**config.mk**
```make
export PLATFORM = sky130hd
export DESIGN_NAME = renode_bus_arbiter_flat
export DESIGN_NICKNAME = d
export VERILOG_FILES = /design/src/rtl/renode_pkg.sv /design/src/rtl/renode_bus_arbiter_if.sv /design/src/rtl/renode_rr_picker.sv /design/src/rtl/renode_bus_arbiter.sv /design/src/flat_wrapper.sv
export SDC_FILE = /design/constraint.sdc
export NUM_CORES = 1
export LEC_CHECK = 0
export CORE_MARGIN = 10
export CORE_UTILIZATION = 30
export DETAILED_ROUTE_END_ITERATION = 8
export PLACE_DENSITY = 0.65
export SKIP_CTS_REPAIR_TIMING = 1
export SLEW_MARGIN = 30
export SYNTH_ARGS = -nofsm -noshare
export SYNTH_HDL_FRONTEND = slang
export SYNTH_SLANG_ARGS = --single-unit
```
**constraint.sdc**
```tcl
create_clock -name clk -period 1.71 [get_ports clk]
set_input_delay 0.342 -clock clk [delete_from_list [all_inputs] [get_ports clk]]
set_output_delay 0.342 -clock clk [all_outputs]
set_load 0.005 [all_outputs]
```
**src/rtl/renode_pkg.sv**
```systemverilog
// rtl/renode_pkg.sv - shared types for the Renode bus arbiter slice
package renode_pkg;

  // Width of the response data holder; arbiter DataWidth must not exceed it.
  localparam int RSP_DATA_W = 32;

  typedef enum logic [1:0] {
    IDLE,
    ISSUE,
    WAIT,
    RESPOND
  } arb_state_e;

  typedef struct packed {
    logic [RSP_DATA_W-1:0] data;
    logic                  error;
    logic                  timeout;
  } arb_rsp_t;

  // Index width for an N-entry one-hot vector, never below one bit.
  function automatic int idx_width(int n);
    return (n > 1) ? $clog2(n) : 1;
  endfunction

endpackage

```
**src/rtl/renode_bus_arbiter_if.sv**
```systemverilog
// rtl/renode_bus_arbiter_if.sv - requester and bus-controller signals of the arbiter
interface renode_bus_arbiter_if #(
  parameter int RequestersCount = 2,
  parameter int AddressWidth    = 32,
  parameter int DataWidth       = 32
);
  logic [RequestersCount-1:0]              req_valid;
  logic [RequestersCount-1:0]              req_ready;
  logic [RequestersCount-1:0]              req_write;
  logic [RequestersCount*AddressWidth-1:0] req_addr;
  logic [RequestersCount*DataWidth-1:0]    req_wdata;
  logic [RequestersCount-1:0]              rsp_valid;
  logic [DataWidth-1:0]                    rsp_rdata;
  logic                                    rsp_error;
  logic                                    rsp_timeout;
  logic                                    bus_valid;
  logic                                    bus_ready;
  logic                                    bus_write;
  logic [AddressWidth-1:0]                 bus_addr;
  logic [DataWidth-1:0]                    bus_wdata;
  logic                                    bus_rsp_valid;
  logic [DataWidth-1:0]                    bus_rdata;
  logic                                    bus_error;

  modport slave (
    input  req_valid, req_write, req_addr, req_wdata,
    output req_ready, rsp_valid, rsp_rdata, rsp_error, rsp_timeout,
    output bus_valid, bus_write, bus_addr, bus_wdata,
    input  bus_ready, bus_rsp_valid, bus_rdata, bus_error
  );

  modport master (
    output req_valid, req_write, req_addr, req_wdata,
    input  req_ready, rsp_valid, rsp_rdata, rsp_error, rsp_timeout,
    input  bus_valid, bus_write, bus_addr, bus_wdata,
    output bus_ready, bus_rsp_valid, bus_rdata, bus_error
  );
endinterface

```
**src/rtl/renode_rr_picker.sv**
```systemverilog
// rtl/renode_rr_picker.sv - combinational round-robin pick starting after the pointer
module renode_rr_picker
  import renode_pkg::*;
#(
  parameter  int N  = 2,
  localparam int IW = idx_width(N)
) (
  input  logic [N-1:0]  req,
  input  logic [IW-1:0] ptr,
  output logic [N-1:0]  grant,
  output logic [IW-1:0] idx,
  output logic          any
);

  logic [IW-1:0] cand;

  // Scan ptr+1, ptr+2, ... wrapping at N; the first requester found wins.
  always_comb begin
    grant = '0;
    idx   = '0;
    any   = 1'b0;
    cand  = '0;
    for (int i = 1; i <= N; i++) begin
      cand = IW'((int'(ptr) + i) % N);
      if (!any && req[cand]) begin
        any         = 1'b1;
        idx         = cand;
        grant[cand] = 1'b1;
      end
    end
  end

endmodule

```
**src/rtl/renode_bus_arbiter.sv**
```systemverilog
// rtl/renode_bus_arbiter.sv - round-robin single-outstanding bus arbiter (watchdog: RENODE_BUS_ARBITER_TIMEOUT_EN)
module renode_bus_arbiter
  import renode_pkg::*;
#(
  parameter  int RequestersCount = 2,
  parameter  int AddressWidth    = 32,
  parameter  int DataWidth       = 32,
  parameter  int TimeoutCycles   = 100,
  localparam int IW              = idx_width(RequestersCount)
) (
  input  logic                 clk,
  input  logic                 rst,
  renode_bus_arbiter_if.slave  bif,
  output logic                 busy,
  output logic [IW-1:0]        grant_id
);

  localparam int N  = RequestersCount;
  localparam int AW = AddressWidth;
  localparam int DW = DataWidth;

  arb_state_e    state_q, state_d;
  logic [IW-1:0] ptr_q;
  logic [N-1:0]  pick_grant;
  logic [IW-1:0] pick_idx;
  logic          pick_any;
  logic          write_q;
  logic [AW-1:0] addr_q;
  logic [DW-1:0] wdata_q;
  arb_rsp_t      rsp_q;
  logic          timeout_hit;

  renode_rr_picker #(.N(N)) u_picker (
    .req   (bif.req_valid),
    .ptr   (ptr_q),
    .grant (pick_grant),
    .idx   (pick_idx),
    .any   (pick_any)
  );

`ifdef RENODE_BUS_ARBITER_TIMEOUT_EN
  localparam int CW = $clog2(TimeoutCycles + 1);
  logic [CW-1:0] tmo_cnt_q;

  // Watchdog: held at zero outside a transaction, counts every ISSUE/WAIT cycle.
  always_ff @(posedge clk) begin
    if (rst || state_q == IDLE) begin
      tmo_cnt_q <= '0;
    end else if (state_q == ISSUE || state_q == WAIT) begin
      tmo_cnt_q <= tmo_cnt_q + 1'b1;
    end
  end

  assign timeout_hit = (state_q == ISSUE || state_q == WAIT) &&
                       (tmo_cnt_q == CW'(TimeoutCycles - 1));
`else
  assign timeout_hit = 1'b0;
`endif

  // State register; reset aborts any transaction in flight.
  always_ff @(posedge clk) begin
    if (rst) begin
      state_q <= IDLE;
    end else begin
      state_q <= state_d;
    end
  end

  // Next state and handshake outputs; bus completions only count while in WAIT.
  always_comb begin
    state_d       = state_q;
    bif.req_ready = '0;
    bif.bus_valid = 1'b0;
    bif.rsp_valid = '0;
    case (state_q)
      IDLE: begin
        bif.req_ready = pick_grant;
        if (pick_any) state_d = ISSUE;
      end
      ISSUE: begin
        bif.bus_valid = 1'b1;
        if (timeout_hit)        state_d = RESPOND;
        else if (bif.bus_ready) state_d = WAIT;
      end
      WAIT: begin
        if (timeout_hit || bif.bus_rsp_valid) state_d = RESPOND;
      end
      RESPOND: begin
        bif.rsp_valid[grant_id] = 1'b1;
        state_d                 = IDLE;
      end
      default: state_d = IDLE;
    endcase
  end

  // Transaction latch on accept and response latch on completion or watchdog expiry.
  always_ff @(posedge clk) begin
    if (rst) begin
      ptr_q    <= IW'(N - 1);
      grant_id <= '0;
      write_q  <= 1'b0;
      addr_q   <= '0;
      wdata_q  <= '0;
      rsp_q    <= '0;
    end else begin
      case (state_q)
        IDLE: begin
          if (pick_any) begin
            ptr_q    <= pick_idx;
            grant_id <= pick_idx;
            write_q  <= bif.req_write[pick_idx];
            addr_q   <= bif.req_addr[int'(pick_idx)*AW +: AW];
            wdata_q  <= bif.req_wdata[int'(pick_idx)*DW +: DW];
          end
        end
        ISSUE: begin
          if (timeout_hit) rsp_q <= '{data: '0, error: 1'b1, timeout: 1'b1};
        end
        WAIT: begin
          if (timeout_hit) begin
            rsp_q <= '{data: '0, error: 1'b1, timeout: 1'b1};
          end else if (bif.bus_rsp_valid) begin
            rsp_q <= '{data: (write_q || bif.bus_error) ? '0 : RSP_DATA_W'(bif.bus_rdata),
                       error: bif.bus_error, timeout: 1'b0};
          end
        end
        default: ;
      endcase
    end
  end

  assign bif.bus_write   = write_q;
  assign bif.bus_addr    = addr_q;
  assign bif.bus_wdata   = wdata_q;
  assign bif.rsp_rdata   = (state_q == RESPOND) ? rsp_q.data[DW-1:0] : '0;
  assign bif.rsp_error   = (state_q == RESPOND) && rsp_q.error;
  assign bif.rsp_timeout = (state_q == RESPOND) && rsp_q.timeout;
  assign busy            = (state_q != IDLE);

endmodule

```
**src/flat_wrapper.sv**
```systemverilog
// flat-port wrapper written by rule: the top's interface ports become plain ports
module renode_bus_arbiter_flat import renode_pkg::*;
#(
  parameter  int RequestersCount = 2,
  parameter  int AddressWidth    = 32,
  parameter  int DataWidth       = 32,
  parameter  int TimeoutCycles   = 100,
  localparam int IW              = idx_width(RequestersCount)
)
  (clk, rst, busy, grant_id, bif_req_valid, bif_req_write, bif_req_addr, bif_req_wdata, bif_req_ready, bif_rsp_valid, bif_rsp_rdata, bif_rsp_error, bif_rsp_timeout, bif_bus_valid, bif_bus_write, bif_bus_addr, bif_bus_wdata, bif_bus_ready, bif_bus_rsp_valid, bif_bus_rdata, bif_bus_error);
  renode_bus_arbiter_if #(.RequestersCount(RequestersCount), .AddressWidth(AddressWidth), .DataWidth(DataWidth)) bif_i ();
  input  logic clk;
  input  logic rst;
  output logic busy;
  output logic [IW-1:0] grant_id;
  input wire logic [$bits(bif_i.req_valid)-1:0] bif_req_valid;
  input wire logic [$bits(bif_i.req_write)-1:0] bif_req_write;
  input wire logic [$bits(bif_i.req_addr)-1:0] bif_req_addr;
  input wire logic [$bits(bif_i.req_wdata)-1:0] bif_req_wdata;
  output wire logic [$bits(bif_i.req_ready)-1:0] bif_req_ready;
  output wire logic [$bits(bif_i.rsp_valid)-1:0] bif_rsp_valid;
  output wire logic [$bits(bif_i.rsp_rdata)-1:0] bif_rsp_rdata;
  output wire logic [$bits(bif_i.rsp_error)-1:0] bif_rsp_error;
  output wire logic [$bits(bif_i.rsp_timeout)-1:0] bif_rsp_timeout;
  output wire logic [$bits(bif_i.bus_valid)-1:0] bif_bus_valid;
  output wire logic [$bits(bif_i.bus_write)-1:0] bif_bus_write;
  output wire logic [$bits(bif_i.bus_addr)-1:0] bif_bus_addr;
  output wire logic [$bits(bif_i.bus_wdata)-1:0] bif_bus_wdata;
  input wire logic [$bits(bif_i.bus_ready)-1:0] bif_bus_ready;
  input wire logic [$bits(bif_i.bus_rsp_valid)-1:0] bif_bus_rsp_valid;
  input wire logic [$bits(bif_i.bus_rdata)-1:0] bif_bus_rdata;
  input wire logic [$bits(bif_i.bus_error)-1:0] bif_bus_error;
  assign bif_i.req_valid = bif_req_valid;
  assign bif_i.req_write = bif_req_write;
  assign bif_i.req_addr = bif_req_addr;
  assign bif_i.req_wdata = bif_req_wdata;
  assign bif_req_ready = bif_i.req_ready;
  assign bif_rsp_valid = bif_i.rsp_valid;
  assign bif_rsp_rdata = bif_i.rsp_rdata;
  assign bif_rsp_error = bif_i.rsp_error;
  assign bif_rsp_timeout = bif_i.rsp_timeout;
  assign bif_bus_valid = bif_i.bus_valid;
  assign bif_bus_write = bif_i.bus_write;
  assign bif_bus_addr = bif_i.bus_addr;
  assign bif_bus_wdata = bif_i.bus_wdata;
  assign bif_i.bus_ready = bif_bus_ready;
  assign bif_i.bus_rsp_valid = bif_bus_rsp_valid;
  assign bif_i.bus_rdata = bif_bus_rdata;
  assign bif_i.bus_error = bif_bus_error;
  renode_bus_arbiter #(.RequestersCount(RequestersCount), .AddressWidth(AddressWidth), .DataWidth(DataWidth), .TimeoutCycles(TimeoutCycles)) u_core (.clk(clk), .rst(rst), .bif(bif_i), .busy(busy), .grant_id(grant_id));
endmodule
```
[After elaboration in Yosys (flattened, before gate mapping)]
Cells that the tools add are included.
Storage, ports and cells
  register bits: 102
  input port bits: 169
  output and inout bits: 106
  word-level logic and storage cells: 65
Cells by class
  add/sub/neg operators: 2
  $lt $le $gt $ge: 7
  equality and inequality tests: 6
  shift operators: 2
  mux-type cells: 27
  bitwise logic cells: 1
  reduce and logical (&&, ||, !) cells: 12
Operators by type and width (number)
  64-bit by 7-bit variable part select with 32-bit output: 2
  32-bit two-way mux: 2
  1-bit two-way mux: 14
  2-bit two-way mux: 7
  1-bit by 2-bit less-than comparator with 1-bit output, second input constant: 4
  2-bit case mux with 4 select lines: 1
  1-bit logical AND: 5
  2-bit equality test, second input constant: 2
  2-bit inequality test, second input constant: 2
  2-bit AND reduction: 2
  1-bit demux with 1-bit select: 3
  1-bit greater-or-equal comparator, second input constant: 3
  3-bit AND reduction: 1
  1-bit adder, second input constant: 2
  2-bit by 1-bit equality test with 1-bit output, second input constant: 1
  2-bit logical NOT: 1
  2-bit by 1-bit inequality test with 1-bit output, second input constant: 1
  2-bit bitwise OR: 1
  2-bit nonzero test: 1
  1-bit logical NOT: 1
  1-bit logical OR: 1

[Logic depth before layout (Yosys ltp)]
  word-level depth: 9
  depth in mapped cells: 7
  depth with buffers taken out: 5

[Modules after synthesis]
From an unflattened synthesis, not the netlist that was laid out.
Second synthesis, totals
  cells, all modules: 476
  area, all modules: 4660.7 um2
Modules (own cells, without submodules)
  renode_bus_arbiter: times used 1, cells an instance 471, area an instance 4628.2 um2, seq. area each 2042.0 um2
  renode_rr_picker: times used 1, cells an instance 5, area an instance 32.5 um2, seq. area each 0.0 um2

[Least setup slack after synthesis]
No wires, ideal clock.
  path kind: reg-to-reg
  start: reg u_core.state_q[0]
  end: reg u_core.rsp_q[10] (netlist bit)
  library setup time: 128 ps
  arrival time: 1334 ps
  data required time: 1582 ps
  setup slack: 248 ps
  stages on the path, launching flop included: 8
  path buffers: 2
  clock period less this slack: 1462 ps
  cells stage by stage: dfxtp_1 > inv_1 > ha_1 > and4bb_2 > buf_2 > buf_2 > a22oi_1 > nor2_1
Between the ends
  word-level cells in the longest chain between the ends: 2
RTL lines
  start: declaration: line renode_bus_arbiter.sv:22  | arb_state_e state_q, state_d;
  start signal: assignment: line renode_bus_arbiter.sv:65  | state_q <= state_d;
  2-bit equality test: line renode_bus_arbiter.sv:106  | case (state_q)
  2-bit AND reduction (no line)
  end signal: assignment: line renode_bus_arbiter.sv:117  | if (timeout_hit) rsp_q <= '{data: '0, error: 1'b1, timeout: 1'b1};
  end signal: assignment: line renode_bus_arbiter.sv:121  | rsp_q <= '{data: '0, error: 1'b1, timeout: 1'b1};
  end signal: assignment: line renode_bus_arbiter.sv:123  | rsp_q <= '{data: (write_q || bif.bus_error) ? '0 : RSP_DATA_W'(bif.bus_rdata),
  end: declaration: line renode_bus_arbiter.sv:30  | arb_rsp_t rsp_q;
No other way between the ends.
A chain may end at the register's enable or synchronous reset.

[Final worst setup path]
  start: reg u_core.state_q[1]
  end: out bif_rsp_rdata[12]
Between the ends
  word-level cells in the longest chain between the ends: 2
RTL lines
  2-bit equality test: line renode_bus_arbiter.sv:135  | assign bif.rsp_rdata = (state_q == RESPOND) ? rsp_q.data[DW-1:0] : '0;
  32-bit two-way mux: line renode_bus_arbiter.sv:135
  end: declaration: line flat_wrapper.sv:22  | output wire logic [$bits(bif_i.rsp_rdata)-1:0] bif_rsp_rdata;
No other way between the ends.

==> metrics <==
remaining global-route overflow 0; Synth Instances around 550; Vias about 5,000; Worst-Margin Slew between 0.5 and 0.6 ns; Peak supply drop between 0.6 and 0.7 mV; Min-Delay Path Class reg2reg; MaxCap Viol Count 0; Leakage approximately 3.3 nW; top cell type's share of synthesized area 45.4%; layout cells sized above 1 15.8%; Core ar. ~15,000 um^2; CTS tree built; first-pass GRT wire length 28,500 um; row cnt 44; Worst R2R Start u_core.state_q[0]; clk_lat worst skew 0.35 ns; HPWL Detailed 14,000 um; top post-synthesis cells by area dfxtp_1 45%, a21oi_1 11%, a21oi_2 6.2%; Max Clock Skew ~0.011 ns; Placed Cells incl. Taps a little under 1,000; CP endpoint bif_rsp_rdata[12]; largest net degree at the start of global routing 68; failing checks setup timing; Rel. slew slack 65.3%; critical path fanouts, max 8; CP arrival between 1 and 1.5 ns; WHS approximately 0.47 ns; Port Buffers 273; DR iter-0 viols between 300 and 400; Register-to-Register Path Depth 6; PwrDens 1360 nW/um^2; Vias/cell roughly 5.0; FF-to-FF End u_core.rsp_q[14]; Seq/Total Area, Yosys a little under half; achievable frequency about 0.56 GHz; crit path launch u_core.state_q[1]; Commonest cells post-synth 102 x dfxtp_1, 99 x a21oi_1, 68 x nand2_1, 54 x o21ai_0, 36 x nor2_1; Die Area 20,300 um^2; critical path's largest stage delay roughly 0.36 ns; Die Height between 100 and 150 um; GP Congestion between 0.7 and 0.8; Final Max Slew Viols 0; post-route setup slack -0.0831 ns; startpoint types flip-flop; Total Wirelength roughly 19,000 um; area leader, netlist dfxtp_1; Worst path slowest cell dfxtp_4; Routed Antenna Nets 0; antenna violations before repair 1; CTS HTree Levels 3; DR pass1 iterations 5; yosys warns 0; async set-reset flop share out of synthesis 0%; Syn Area/Cell just over 8 um^2; synth unique cells 28; outcome finished, violations left; synthesized area ~4500 um^2; final setup fails 29; Seq cells post-synth just over 100; Setup crit end kind output port; average wire per standard cell about 19 um; cell with the most instances after synthesis dfxtp_1; WP data required 1.37 ns; number of enable flip-flop cells after synthesis 0; CP Cell Sequence ha_4 -> clkbuf_16 -> buf_4 -> and2_1 -> clkbuf_2; Root Buffer Master clkbuf_16; drt drc 0; RSZ-0062 raised after global routing true; # nets final between 900 and 1,000; period utilization 105%; final cell count without fillers ~1,000; Tmin final about 1.8 ns; clk slew on worst S/H paths 0.07 ns; clock sink count between 100 and 150; Num CTS Buffers 9; die width between 100 and 150 um; critical path class reg2out; final-report hold violation count 0; R2R Setup Slk around 0.11 ns; Post-Syn Nets 721; I/O pin cnt between 200 and 300; Max Root-Sink Buffers 2; GRT Total Usage 17.7%; Starting Density between 30% and 40%; area delta synth->final 76.9%; vias in the first global route just over 5,000; WHS Path Cells 2; Main synth FF type dfxtp_1
worst min path at each step:
stage                                 end  slack (ns)             from
after floorplan           u_core.rsp_q[1]        0.43  u_core.rsp_q[1]
final                     u_core.rsp_q[1]        0.47  u_core.rsp_q[1]
after detailed placement  u_core.rsp_q[1]        0.47  u_core.rsp_q[1]
after global routing      u_core.rsp_q[1]        0.52  u_core.rsp_q[1]
after CTS                 u_core.rsp_q[1]        0.48  u_core.rsp_q[1]
after global placement    u_core.rsp_q[1]        0.44  u_core.rsp_q[1]
sequential cells by signal, indices dropped and copies added, names as in the netlist:
name and cells:
u_core.bif.bus_addr 32, u_core.bif.bus_wdata 32, u_core.bif.bus_write 1, u_core.grant_id 1
u_core.ptr_q 1, u_core.rsp_q 33, u_core.state_q 2
critical path: cells and delay by family (launching register included):
kind / cells / cell delay (ns)
and+or+nand+nor: 1 / 0.16
buffers and inverters: 3 / 0.42
DFF: 1 / 0.36
adders and majority gates: 1 / 0.17
cell usage in the layout, fill, tap and decap left out, drive strengths merged:
cell / synthesis / routed
o21ai: 66 / 66
clkbuf: 20 / 40
a22oi: 33 / 33
clkdlybuf4s50: 0 / 233
inv: 4 / 4
a21bo: 1 / 1
o21a: 3 / 3
nor4b: 1 / 1
buf: 30 / 35
nand2: 68 / 68
and2: 34 / 34
ha: 5 / 5
nor2b: 4 / 4
bufinv: 0 / 4
o31a: 2 / 2
dlymetal6s2s: 0 / 11
a221o: 1 / 1
clkinv: 0 / 1
nand3: 1 / 1
a21boi: 1 / 1
nor2: 36 / 36
nor3b: 1 / 1
nor4: 1 / 1
a21oi: 131 / 131
and4bb: 1 / 2
conb: 1 / 1
dfxtp: 102 / 102
diode: 0 / 1
power by group:
group	total [W]	internal [W]	switching [W]
combinational	0.00475	0.00255	0.00220
sequential	0.00344	0.00306	0.000382
clock	0.00260	0.00166	0.000942
routing by layer:
metal | track usage (%) | vias up | routed length [um]
met5 | 0 | - | 0
met4 | 6.51 | 0 | 386
met3 | 5.27 | 22 | 1400
met2 | 32.0 | 176 | 9940
met1 | 19.0 | 2387 | 7390
li1 | - | 2426 | -
final cells by class:
class / instances / area, um^2
multi-input combinational: 392 / 2230
antenna: 1 / 2.50
fill: 1340 / 6680
clock inverter: 5 / 129
tap: 184 / 230
inverter: 4 / 15.0
sequential: 102 / 2050
clock buffer: 11 / 253
timing repair buffer: 308 / 3050
cell families after synthesis:
kind of cell	after synthesis	synth area share, %
compound gates	238	31.7
fa+ha+maj	5	1.39
buf+inv	54	6.53
flops	102	45.4
other cells	1	0.0833
simple gates	147	15.0
per-stage QoR:
stage | setup WS (ns) | total power, W | utilization, % | setup TNS [ns] | cell area [um^2]
floorplan | 0.248 | 0.00551 | - | 0 | 4500
finish | -0.0831 | 0.0108 | 54.4 | -1.51 | 7960
global route | -0.127 | 0.0115 | 54.4 | -2.99 | 7960
detailed placement | -0.316 | 0.00813 | 51.7 | -21.35 | 7570
global placement | -0.301 | 0.00801 | 51.7 | -17.26 | 7570
CTS | -0.431 | 0.0108 | 54.3 | -19.15 | 7950
Note: power is estimated with default switching activity, not from simulation.
